--- src/rtl/truth_table_checker_pkg.sv ---
// Shared types and constants for the truth-table test engines.
// Latency: n/a (declarations only).
// Backpressure: n/a (declarations only).
package tt_check_pkg;

    typedef enum logic [1:0] {
        IDLE  = 2'd0,
        DRIVE = 2'd1,
        CHECK = 2'd2,
        DONE  = 2'd3
    } tt_state_t;

    // Width of the settle counter; holds settle times up to 255 cycles.
    localparam int SETTLE_W = 8;

    // Number of input vectors for an n-input combinational DUT.
    function automatic int tt_vectors(input int n);
        return 1 << n;
    endfunction

endpackage

--- src/rtl/truth_table_checker_settle_timer.sv ---
// Loadable up-counter with a terminal-count flag (settle/dwell timing).
// Latency: tc is combinational from the registered count.
// Backpressure: none; load has priority over en.
//
// Ports:
//   clk, reset - clock and synchronous active-high reset
//   load       - load load_val into the count (priority over en)
//   en         - increment the count by one
//   load_val   - value loaded by load
//   terminal   - count value at which tc is raised
//   tc         - count == terminal
module settle_timer
    import tt_check_pkg::*;
#(
    parameter int W = SETTLE_W
) (
    input  logic         clk,
    input  logic         reset,
    input  logic         load,
    input  logic         en,
    input  logic [W-1:0] load_val,
    input  logic [W-1:0] terminal,
    output logic         tc
);

    logic [W-1:0] count;

    always_ff @(posedge clk) begin
        if (reset) begin
            count <= '0;
        end else if (load) begin
            count <= load_val;
        end else if (en) begin
            count <= count + W'(1);
        end
    end

    assign tc = (count == terminal);

endmodule

--- config.mk ---
export PLATFORM = sky130hd
export DESIGN_NAME = settle_timer
export DESIGN_NICKNAME = d
export VERILOG_FILES = /design/src/rtl/truth_table_checker_pkg.sv /design/src/rtl/truth_table_checker_settle_timer.sv
export SDC_FILE = /design/constraint.sdc
export NUM_CORES = 1
export LEC_CHECK = 0
export CAP_MARGIN = 30
export CORE_MARGIN = 3
export CORE_UTILIZATION = 30
export CTS_CLUSTER_DIAMETER = 80
export DETAILED_ROUTE_END_ITERATION = 8
export MAX_ROUTING_LAYER = met4
export RECOVER_POWER = 50
export REMOVE_ABC_BUFFERS = 1
export SYNTH_ARGS = -nofsm -noshare
export SYNTH_HDL_FRONTEND = slang
export SYNTH_SLANG_ARGS = --single-unit
--- constraint.sdc ---
create_clock -name clk -period 1.6 [get_ports clk]
set_input_delay 0.32 -clock clk [delete_from_list [all_inputs] [get_ports clk]]
set_output_delay 0.32 -clock clk [all_outputs]
set_load 0.005 [all_outputs]
# [Word level (Yosys, flattened, before mapping)]
# Cells that the tools add are included.
# Widths: inputs -> output; s select.
[op_classes] addsub=1 n_eq_ne=1 mux=2 n_reduce_logical=1
[op_table] cell="$mux 8" n=2
[op_table] cell="$add 8x1->8 const B" n=1
[op_table] cell="$eq 8x8->1" n=1
[op_table] cell="$reduce_bool 2->1" n=1
[word_totals] register_bits=8 inputBits=20 output_inout_bits=1 word_cells=6

# [Depth between registers and ports, before layout]
# Gate-level depths: netlist of run 1.
[depth] ltp_word=3 depth_mapped=4 depth_no_buf=4

# [Worst setup path before layout of run 1]
# No wires, ideal clock.
[synth_timing] path_kind="register -> register" startpoint="register count[0]" endpoint="register count[6]" setup_time_ns=0.120 arrival_ns=1.066 t_required_ns=1.480 slack_ns=0.414 path_stages_with_launch=5 path_buffers=0 period_less_slack_ns=1.186 path_cell_list="dfxtp_1 ha_1 nand2_1 o21a_1 o31a_1"
[synth_via] elab_chain_len=3
[synth_lines] item="from (decl)" line_no="truth_table_checker_settle_timer.sv:26" rtl="logic [W-1:0] count;"
[synth_lines] item="from (signal assigned)" line_no="truth_table_checker_settle_timer.sv:32" rtl="count <= load_val;"
[synth_lines] item="from (signal assigned)" line_no="truth_table_checker_settle_timer.sv:34" rtl="count <= count + W'(1);"
[synth_lines] item="$add 8x1->8" line_no="truth_table_checker_settle_timer.sv:34"
[synth_lines] item="$mux 8" line_no="truth_table_checker_settle_timer.sv:33" rtl="end else if (en) begin"
[synth_lines] item="$mux 8" line_no="truth_table_checker_settle_timer.sv:31" rtl="end else if (load) begin"
# Every way passes these cells. The select of a mux whose other input is x is not followed.
# A chain may end at the register's enable or synchronous reset.

# [Worst setup path after layout of run 1]
[layout_timing] startpoint="input port terminal[4]" endpoint="output port tc"
[layout_via] elab_chain_len=1
[layout_lines] item="from (decl)" line_no="truth_table_checker_settle_timer.sv:22" rtl="input logic [W-1:0] terminal,"
[layout_lines] item="$eq 8x8->1" line_no="truth_table_checker_settle_timer.sv:38" rtl="assign tc = (count == terminal);"
[layout_lines] item="to (decl)" line_no="truth_table_checker_settle_timer.sv:23" rtl="output logic tc"
# Every way passes these cells.

==> results of run 1 <==
through the flow:
| step | TNS, ns | utilization [%] | area [um^2] | hold WS [ns] |
|---|---|---|---|---|
| 3_3_place_gp | -0.489 | 53.5 | 862 | 0.585 |
| 2_1_floorplan | 0 | - | 534 | 0.392 |
| 4_1_cts | 0 | 55.0 | 886 | 0.600 |
| 6_report | 0 | 55.1 | 888 | 0.599 |
| 3_5_place_dp | -0.524 | 53.5 | 862 | 0.590 |
| 5_1_grt | 0 | 55.1 | 888 | 0.620 |
worst max-delay path, cell delays in order:
cell,delay (ns)
clkdlybuf4s50_1,0.47
xnor2_1,0.12
nand4_1,0.10
nor2_1,0.10
buf_2,0.11
cell type report:
cell class	count	area, um^2	area share, %
Inverter	4	15.0	1.69
Multi-Input combinational cell	49	367	41.3
Sequential cell	8	160	18.0
Tap cell	24	30.0	3.38
Clock buffer	3	22.5	2.54
Timing Repair Buffer	33	294	33.1
per-layer routing:
metal  up-vias  part of all wire, %
met1       244                   48
li1        298                    -
met3         2                  5.7
met4         0                 0.77
met2        15                   45
met5         -                    0
cells in the final DEF, fill, tap and decap left out, types with 4 or more instances in the layout:
master | synthesis | final
inv_1 | 4 | 4
clkdlybuf4s50_1 | 0 | 16
xnor2_1 | 9 | 8
a21oi_1 | 4 | 4
buf_4 | 0 | 13
dfxtp_1 | 8 | 8
nor2_1 | 5 | 5
nand4_1 | 4 | 4
power groups by stage:
| stage | sequential, mW | clock, mW | combinational (mW) |
|---|---|---|---|
| after global placement | 0.230 | 0 | 0.169 |
| final | 0.226 | 0.160 | 0.170 |
| after global routing | 0.228 | 0.176 | 0.184 |
| after detailed placement | 0.230 | 0 | 0.170 |
| after floorplan | 0.237 | 0 | 0.0616 |
| after CTS | 0.226 | 0.169 | 0.171 |
logic make-up after synthesis:
logic type | Yosys count | synth area share, %
xor gates and xnor gates | 12 | 19.0
buffers and inverters | 8 | 6.11
and+or+nand+nor | 20 | 20.4
AOI/OAI and AO/OA | 13 | 17.6
DFF | 8 | 29.0
adders and majority gates | 1 | 2.26
muxes | 3 | 5.66
path summary, 6_finish.rpt:
check                  end
setup / recovery        tc
hold / removal    count[7]
setup reg to reg  count[1]
hold reg to reg   count[7]
timing repair:
action                                  4_1_cts  5_1_grt
setup buffers                                 0        0
gates resized for setup                       6        1
endpoints found under the setup margin        1        1
hold buffers                                  0        0
pin swaps                                     2        3
==> run metrics, run 1 <==
status complete, no violations; busiest layer in global routing met2; final setup fails 0; Largest Register count; Worst Setup SP terminal[4]; CP Max Fanout 1; Initial Util about a third; TritonCTS clock tree built; H-tree levels 1; Total Power 556 uW; first-pass GRT wire length between 2000 and 2500 um; Final Max Tran Viols 0; post-synthesis sequential area ratio about 29%; period utilization 96.6%; DRT antenna net count 0; Yosys warning count 0; Finished Layout Cells roughly 120; worst reg2reg path depth 5; total global-route track usage between 10% and 20%; number of flops mapped to enable cells by yosys 0; CP Launch Type input port; pwr dens ~630 mW/mm^2; Clock Latency Late Sink roughly 0.26 ns; HPWL Detailed approximately 1100 um; Commonest cells post-synth 9 x xnor2_1, 8 x dfxtp_1, 5 x nor2_1; largest vdd supply drop between 0.3 and 0.4 mV; RSZ-0062 raised after global routing false; IO buf count 20; Final Hold Vio Count 0; vias per cell roughly 4.6; Cells after DPL ~120; ys async rst share 0%; DR iter-0 viols 8; post-route setup slack approximately 0.055 ns; Final Wtd Congestion roughly 0.74; diode count 0; Worst-path clk slew roughly 0.060 ns; Mapped Area about 550 um^2; pin count of the biggest net entering global routing 9; core region area approximately 0.0016 mm^2; initial antenna violation count 0; Pleak around 0.36 nW; Synth area leaders dfxtp_1 29%, xnor2_1 14%, xor2_1 4.8%; clock share of power between 20 and 30%; grt total ovfl 0; final net count 120; Largest register FFs 8; met1 Usage GRT a little over an eighth; fmax 647 MHz; sw power ~150 uW; Top FF cell, synth dfxtp_1; Reg-to-Reg Start count[0]; Largest regs count: 8 flops; Synth cell types 24; Die Y between 40 and 50 um; Layout fillers 158; WL final about 1300 um; layout cell share with drive strength beyond 1 a little over a fifth; row count 14; worst hold start count[7]; Mean Syn Cell Area 8.51 um^2; Setup crit end kind output pin; Die Wd roughly 49 um; Max-Cap Viols 0; leading area contributor after synthesis dfxtp_1; cell depth of the worst hold path 2; routed len/inst roughly 11 um; Num Clock Sinks 8; minimum clock period 1.54 ns; Setup Crit Path Kind input port to output pin; vias in the first global route between 500 and 600; CTS Buffer Depth 2; TritonCTS Buffers 3; Worst Path Arrival 1.22 ns; worst path required time 1.28 ns; Pre-Repair DR Iteration Count 2; Clock Skews 0.00367 ns; slew margin rel. between 80% and 90%; P_int 409 uW; setup slack of the most critical reg-to-reg path around 0.27 ns; area of the die 0.00239 mm^2; DRC 0; met2 GRT Util 17.6%; met3 Usage GRT ~6.1%; Synth-to-Final Area Change 60.6%; I/O Pins 21; vias 559; switching share of power 26.5%; top-count cell post-synth xnor2_1; share of the synthesized area in the top cell type between 20 and 30%; synthesized instance count 65; Comb power frac between 30% and 40%; Flop pwr share 40.7%; number of synthesized register bits 8; HP Class flop to flop; Slew @ Worst Pin between 0.2 and 0.3 ns; root cell of the clock tree clkbuf_4; pre-CTS WS -0.385 ns
(Power assumes the default switching activity.)
==> inputs of run 2 (changes only) <==
--- a/config.mk
+++ b/config.mk
@@ -8,7 +8,6 @@
 export CAP_MARGIN = 30
 export CORE_MARGIN = 3
 export CORE_UTILIZATION = 30
-export CTS_CLUSTER_DIAMETER = 80
 export DETAILED_ROUTE_END_ITERATION = 8
 export MAX_ROUTING_LAYER = met4
 export RECOVER_POWER = 50
==> results of run 2 <==
Same layout as run 1: the final DEF is identical, and so are final timing and power.
